<file path="src/rtl/div_issue.sv">
// rtl/div_issue.sv - divide issue/complete controller between execute stage and an iterative divider
//
// Purpose: accepts DIV/DIVU from the execute stage, latches the operands for
// the divider, stalls the pipeline while the divide runs, captures the
// {remainder, quotient} result and issues a one-cycle HI/LO write strobe.
// Handles pipeline flush (annul + one-cycle ABORT) and writeback stalls.
//
// Ports:
//   clk, rst                  clock, synchronous active-high reset
//   op_valid_i, op_is_div_i   execute-stage instruction valid / is a divide
//   op_signed_i               1 = DIV, 0 = DIVU
//   op1_i, op2_i              dividend / divisor
//   flush_i                   pipeline flush, kills an in-flight divide
//   wb_stall_i                downstream stall, holds the HI/LO write
//   div_start_o               divider start (registered, high in BUSY)
//   div_annul_o               divider annul (combinational)
//   div_signed_o, div_op1_o, div_op2_o  latched sign mode and operands
//   div_result_i, div_ready_i divider {remainder, quotient} and valid
//   stallreq_o                pipeline stall request (combinational)
//   hilo_we_o                 one-cycle HI/LO write strobe
//   hi_o, lo_o                captured remainder / quotient
//   last_lat_o                BUSY cycles of the last completed divide (sat 63)

module div_issue (
  input  logic        clk,
  input  logic        rst,
  input  logic        op_valid_i,
  input  logic        op_is_div_i,
  input  logic        op_signed_i,
  input  logic [31:0] op1_i,
  input  logic [31:0] op2_i,
  input  logic        flush_i,
  input  logic        wb_stall_i,
  output logic        div_start_o,
  output logic        div_annul_o,
  output logic        div_signed_o,
  output logic [31:0] div_op1_o,
  output logic [31:0] div_op2_o,
  input  logic [63:0] div_result_i,
  input  logic        div_ready_i,
  output logic        stallreq_o,
  output logic        hilo_we_o,
  output logic [31:0] hi_o,
  output logic [31:0] lo_o,
  output logic [5:0]  last_lat_o
);

  typedef enum logic [1:0] {
    S_IDLE  = 2'd0,
    S_BUSY  = 2'd1,
    S_DONE  = 2'd2,
    S_ABORT = 2'd3
  } state_e;

  state_e      state_q;
  logic        start_q;
  logic        signed_q;
  logic [31:0] op1_q, op2_q;
  logic [31:0] hi_q, lo_q;
  logic [5:0]  cnt_q, cnt_d;
  logic [5:0]  last_lat_q;
  logic        accept;

  // Reset gates the combinational outputs so nothing leaks out during rst.
  assign accept = ~rst & (state_q == S_IDLE) & op_valid_i & op_is_div_i & ~flush_i;

  // Saturating BUSY-cycle count including the current cycle.
  assign cnt_d = (cnt_q == 6'd63) ? 6'd63 : cnt_q + 6'd1;

  always_ff @(posedge clk) begin
    if (rst) begin
      state_q    <= S_IDLE;
      start_q    <= 1'b0;
      signed_q   <= 1'b0;
      op1_q      <= '0;
      op2_q      <= '0;
      hi_q       <= '0;
      lo_q       <= '0;
      cnt_q      <= '0;
      last_lat_q <= '0;
    end else begin
      case (state_q)
        S_IDLE: begin
          if (accept) begin
            op1_q    <= op1_i;
            op2_q    <= op2_i;
            signed_q <= op_signed_i;
            cnt_q    <= '0;
            start_q  <= 1'b1;
            state_q  <= S_BUSY;
          end
        end
        S_BUSY: begin
          cnt_q <= cnt_d;
          // Flush wins over a same-cycle ready: the result is discarded.
          if (flush_i) begin
            start_q <= 1'b0;
            state_q <= S_ABORT;
          end else if (div_ready_i) begin
            hi_q       <= div_result_i[63:32];
            lo_q       <= div_result_i[31:0];
            last_lat_q <= cnt_d;
            start_q    <= 1'b0;
            state_q    <= S_DONE;
          end
        end
        S_DONE: begin
          if (flush_i) begin
            state_q <= S_ABORT;
          end else if (!wb_stall_i) begin
            state_q <= S_IDLE;
          end
        end
        S_ABORT: begin
          // Guarantees the divider sees start low before any new start.
          state_q <= S_IDLE;
        end
        default: state_q <= S_IDLE;
      endcase
    end
  end

  assign div_start_o  = start_q;
  assign div_signed_o = signed_q;
  assign div_op1_o    = op1_q;
  assign div_op2_o    = op2_q;
  assign hi_o         = hi_q;
  assign lo_o         = lo_q;
  assign last_lat_o   = last_lat_q;

  assign div_annul_o = ~rst & (state_q == S_BUSY) & flush_i;
  assign hilo_we_o   = ~rst & (state_q == S_DONE) & ~wb_stall_i & ~flush_i;
  assign stallreq_o  = accept | (~rst & (state_q == S_BUSY))
                     | (~rst & (state_q == S_DONE) & wb_stall_i);

endmodule

</file>
<file path="config.mk">
export PLATFORM = sky130hd
export DESIGN_NAME = div_issue
export DESIGN_NICKNAME = d
export VERILOG_FILES = /design/src/rtl/div_issue.sv
export SDC_FILE = /design/constraint.sdc
export NUM_CORES = 1
export LEC_CHECK = 0
export CAP_MARGIN = 10
export CORE_UTILIZATION = 30
export CTS_CLUSTER_DIAMETER = 120
export CTS_CLUSTER_SIZE = 12
export DETAILED_ROUTE_END_ITERATION = 10
export PLACE_DENSITY_LB_ADDON = 0.25
export SKIP_CTS_REPAIR_TIMING = 1
export SLEW_MARGIN = 25
export SYNTH_ARGS = -nofsm -noshare
export SYNTH_HDL_FRONTEND = slang
export SYNTH_SLANG_ARGS = --single-unit
</file>
<file path="constraint.sdc">
create_clock -name clk -period 4.2 [get_ports clk]
set_input_delay 0.84 -clock clk [delete_from_list [all_inputs] [get_ports clk]]
set_output_delay 0.84 -clock clk [all_outputs]
set_load 0.03 [all_outputs]
</file>
==> results of run 1 <==
-- final cells by class --
cell class              count  area [µm²]  share of cell area
well taps                 220       275.3             0.03168
inverters                   1       3.754           0.0004320
clock inverters            12       206.4             0.02376
clock buffers              20       446.7             0.05140
repair buffers            283        2820              0.3245
flip-flops and latches    144        2883              0.3317
multi-input cells         459        2054              0.2364
-- sequential cells by signal, summed over array words and instances (netlist names) --
register / count
div_op2_o: 32
div_signed_o: 1
hi_o: 32
div_op1_o: 32
lo_o: 32
div_start_o: 1
cnt_q: 6
state_q: 2
last_lat_o: 6
-- report_power, final --
part / leakage (nW) / switching [mW] / internal [mW]
clock network: 0.315 / 0.586 / 1.08
registers: 1.16 / 0.0131 / 1.39
logic: 1.46 / 0.143 / 0.171
total: 2.93 / 0.742 / 2.64
-- critical path, cell delays in order --
cell and delay (ns):
clkdlybuf4s50_1 0.53, nor4_2 0.32, nand3_2 0.11, o21ai_0 0.09, clkdlybuf4s50_1 0.70
-- how the worst max path moves through the flow --
stage	slack (ns)	end
2_1_floorplan	1.26	hilo_we_o
3_3_place_gp	0.79	stallreq_o
3_5_place_dp	0.78	stallreq_o
4_1_cts	0.78	stallreq_o
5_1_grt	0.62	stallreq_o
6_report	0.77	stallreq_o
-- placed cells by master (no fill, tap or decap), types with 4 or more instances in the layout --
| cell type | n |
|---|---|
| nand2_1 | 266 |
| clkbuf_16 | 17 |
| o21ai_0 | 6 |
| nand3_1 | 6 |
| clkdlybuf4s50_1 | 273 |
| buf_4 | 9 |
| nor3_1 | 4 |
| dfxtp_1 | 144 |
| bufinv_16 | 5 |
| nor2_1 | 10 |
| a21oi_1 | 138 |
-- cells in the mapped netlist (all sizes together), types with 2 or more instances --
master,n,area share
o21ai,6,0.0058
nor4b,2,0.0046
dfxtp,144,0.56
or2,2,0.0024
nor2,11,0.0095
nor2b,2,0.0024
buf,26,0.029
and3,3,0.0036
clkbuf,21,0.015
o211ai,2,0.0029
nand2,266,0.19
nand3,7,0.0068
nand2b,3,0.0036
nor3,4,0.0039
nor4,3,0.0048
a21oi,138,0.13
-- metrics by stage --
stage | std cells | hold WS [ns]
2_1_floorplan | 651 | 0.4651
5_1_grt | 1139 | 0.4663
3_3_place_gp | 1107 | 0.4407
6_report | 1139 | 0.4500
4_1_cts | 1139 | 0.4522
3_5_place_dp | 1107 | 0.4448
-- routing by layer --
layer / vias to the layer above / global-route usage / share of wire
met3: 23 / 0.06088 / 0.083
met2: 200 / 0.2629 / 0.44
met1: 2294 / 0.2202 / 0.45
li1: 2631 / - / -
met5: - / 0 / 0
met4: 0 / 0.07449 / 0.022
-- logic make-up (layout without fill, tap and decap cells) --
family,after synthesis,count (layout)
AOI/OAI and AO/OA,152,152
adders and majority gates,1,1
buffers and inverters,48,316
DFF,144,144
muxes,2,2
and+or+nand+nor,304,304
==> results.yml, run 1 <==
critical_path:
  crit_fanout: 8
  cp.required_ns: 3.36
  endpoint_kind: "output port"
  critPathLaunch: "flush_i"
  reg2regPathDepth: 5
  r2r_start: "state_q[1]$_SDFFE_PP0P_"
  reg2reg_to: "lo_o[28]$_SDFFE_PP0P_"
  start_kind: "input port"
  criticalPathCategory: "input port to output port"
  arrival_ns: 2.59
  r2r_setup_slack_ns: 2.14
timing:
  worstMarginPinSlew_ns: 0.7396
  final_max_slew_viol_count: 0
  period_minus_slack_ns: 3.432
  skew_ns: 0.005011
  fin_setup_tns_ns: 0
  period_share: 0.8172
  rsz0062_at_grt: "false"
  setup_viol: 0
  hold_viol_final: 0
  slew_headroom: 0.5069
  fmax_mhz: 291.3
  setup_slack_ns: 0.7676
clocking:
  insertion_delay_ns: 0.41
  clockBufferDepth: 2
  cts.sinks: 144
  clk_pin_slew_ns: 0.06
  cts_made_buffers: 17
  cts_tree: "yes"
  h-tree-depth: 4
  cts.root.buffer_cell: "clkbuf_16"
layout:
  area_delta_synth_final_pct: 68.28
  drive_gt1_frac: 0.05332
  nFillCells: 1650
  fin_area_um2: 8690
  nets: 1043
  final_util: 0.5203
  diodes: 0
global_routing:
  grt_max_degree: 69
  grt_pass1_vias: 4755
  grt_pass1_wl_um: 24360
  grt_overflow: 0
  antenna_found_initial: 0
  grt_use_total: 0.1726
floorplanning:
  die_w_um: 133.2
  io_pins: 275
  die_area_um2: 17740
  core_um2: 16700
  die_height_um: 133.2
  num_rows: 47
  initial_core_util: 0.3092
route:
  first_iter_violations: 195
  vias_per_cell: 4.520
  num_vias: 5148
  drt_wl_total_um: 15230
  drtAntennaViolNets: 0
  dr.pass1.iters: 4
  wl_per_cell_um: 13.37
  remaining_drc_errors: 0
synth:
  synth_fp_nets: 788
  synth_top_family_by_area: "simple AND/OR/NAND/NOR gates"
  syn_area_um2: 5164
  synthSimpleGateAreaFrac: 0.2367
  synthXorXnorAreaFrac: 0
  yosys_warnings: 0
  syn_inst: 651
  async_flop_share: 0
  synth-main-ff-cell: "dfxtp_1"
  synthAdderAreaFrac: 0.002423
  ys_ff_latch: 144
  syn-mean-instance-area_um2: 7.932
  synth_compound_area_frac: 0.1534
  muxShareOfSynthArea: 0.004119
  synth_cell_types: 34
  synth_edf_count: 0
  ys_seq_area_frac: 0.5583
worst_hold_path:
  hold_class: "register to register"
  hp-start: "div_op1_o[27]$_SDFFE_PP0P_"
  hold_depth: 2
  min_to: "div_op1_o[27]$_SDFFE_PP0P_"
placed_design:
  gp_congestion: 0.7371
  dp_hpwl_um: 10100
  portBuffers: 274
  pre_cts_slack_ns: 0.7782
  placed_cell_area_um2: 8036
flow_run:
  maxCapViolations: 0
pwr:
  p_per_area_nw_per_um2: 389.1
  leakagePower_nw: 2.934
  finalPower_mw: 3.381
  ir_drop_mv: 0.2482
outcome:
  outcome: "completed"
(Power assumes the default switching activity.)
==> inputs of run 2 (changes only) <==
Clock period 4.2 ns to 3.43 ns, I/O delays scaled along.
==> run 2 against run 1 <==
  * Wire length down 0.24%
  * Non-clock buffer count is 1 lower
  * Combinational power rose by 23%
  * Count of clock-buffer cells in the layout is the same
  * Final cell count hardly changed
  * Core utilization barely moved
  * Final area about the same
  * Register-to-register slack worse by 0.71 ns
  * Via count down 1.0%
  * Highest routed layer unchanged
==> results.yml, run 2 (synthesis results as in run 1) <==
critical_path:
  criticalPathCategory: "input port to output port"
  endpoint_kind: "output port"
  arrival_ns: 2.28
  reg2regPathDepth: 5
  crit_fanout: 8
  start_kind: "input port"
  cp.required_ns: 2.74
placed_design:
  dp_hpwl_um: 10010
  portBuffers: 274
  gp_congestion: 0.7521
floorplanning:
  num_rows: 47
  die_height_um: 133.2
  die_w_um: 133.2
  die_area_um2: 17740
  io_pins: 275
  initial_core_util: 0.3092
  core_um2: 16700
global_routing:
  grt_max_degree: 69
  antenna_found_initial: 0
  grt_pass1_wl_um: 24060
  grt_use_total: 0.1718
  grt_pass1_vias: 4815
  grt_overflow: 0
timing:
  period_share: 0.8636
  finalHoldWorstSlack_ns: 0.4517
  setup_viol: 0
  fmax_mhz: 337.6
  fin_setup_tns_ns: 0
  hold_viol_final: 0
  period_minus_slack_ns: 2.962
  worstMarginPinSlew_ns: 0.7400
  slew_headroom: 0.5067
  skew_ns: 0.008959
  rsz0062_at_grt: "false"
  final_max_slew_viol_count: 0
clocking:
  insertion_delay_ns: 0.41
  cts.root.buffer_cell: "clkbuf_16"
  clockBufferDepth: 2
  h-tree-depth: 4
  cts.sinks: 144
  clk_pin_slew_ns: 0.06
  cts_made_buffers: 17
  cts_tree: "yes"
pwr:
  ir_drop_mv: 0.3109
  leakagePower_nw: 2.927
  p_per_area_nw_per_um2: 474.1
route:
  vias_per_cell: 4.476
  remaining_drc_errors: 0
  wl_per_cell_um: 13.35
  drtAntennaViolNets: 0
  num_vias: 5094
  first_iter_violations: 157
  dr.pass1.iters: 4
  drt_wl_total_um: 15190
layout:
  nFillCells: 1639
  nets: 1042
  area_delta_synth_final_pct: 68.40
  drive_gt1_frac: 0.05229
  final_common_cell: "clkdlybuf4s50_1"
  diodes: 0
  final_cell_mix: "clkdlybuf4s50_1, nand2_1, dfxtp_1"
worst_hold_path:
  hold_depth: 2
  hold_class: "register to register"
outcome:
  outcome: "completed"
flow_run:
  maxCapViolations: 0
## run 2: cell types whose count changed in the layout (fill, tap and decap cells not counted), sizes merged
cell / previous run / this run
clkdlybuf4s50: 273 / 272
clkinvlp: 1 / 3
clkinv: 4 / 2
## run 2: layout make-up
type,instances,area (µm²),share of cell area
Clock buffer,20,436.7,0.05022
Clock inverter,12,207.7,0.02388
Inverter,1,3.754,0.0004317
Multi-Input combinational cell,459,2054,0.2363
Sequential cell,144,2883,0.3315
Tap cell,220,275.3,0.03165
Timing Repair Buffer,282,2835,0.3260
## run 2: per-layer routing
metal	GRT usage	wire (µm)	part of all wire
met1	0.2142	6857	0.45
met2	0.2714	6849	0.45
met3	0.06659	1305	0.086
met4	0.05682	175	0.012
met5	0	0	0
## run 2: power by group
part	switching, mW	total [mW]	internal (mW)
registers	0.0159	1.72	1.70
clock network	0.720	2.02	1.30
logic	0.175	0.386	0.211
total	0.911	4.12	3.21
## run 2: critical path, stage by stage
cell             delay [ns]
clkdlybuf4s50_1        0.53
nor4b_1                0.33
clkdlybuf4s50_1        0.72
## run 2: worst paths after layout
path / from / slack, ns / endpoint
hold / removal: lo_o[9]$_SDFFE_PP0P_ / 0.45 / lo_o[9]$_SDFFE_PP0P_
hold reg to reg: lo_o[9]$_SDFFE_PP0P_ / 0.45 / lo_o[9]$_SDFFE_PP0P_
setup / recovery: flush_i / 0.47 / hilo_we_o
setup reg to reg: state_q[1]$_SDFFE_PP0P_ / 1.43 / hi_o[11]$_SDFFE_PP0P_
## run 2: metrics by stage
| stage | setup WS, ns | total power, mW | utilization | instances | area (µm²) |
|---|---|---|---|---|---|
| global placement | 0.4917 | 2.142 | 0.4821 | 1106 | 8051 |
| finish | 0.4678 | 4.123 | 0.5207 | 1138 | 8696 |
| floorplan | 0.7960 | 1.904 | - | 651 | 5164 |
| global route | 0.3235 | 4.285 | 0.5207 | 1138 | 8696 |
| CTS | 0.4629 | 4.190 | 0.5207 | 1138 | 8696 |
| detailed placement | 0.4487 | 2.143 | 0.4821 | 1106 | 8051 |
==> inputs of run 3 (changes only) <==
Settings changed: SLEW_MARGIN 25 to 0.
==> results of run 3 <==
Same layout as run 2: the final DEF is identical, and so are final timing and power.
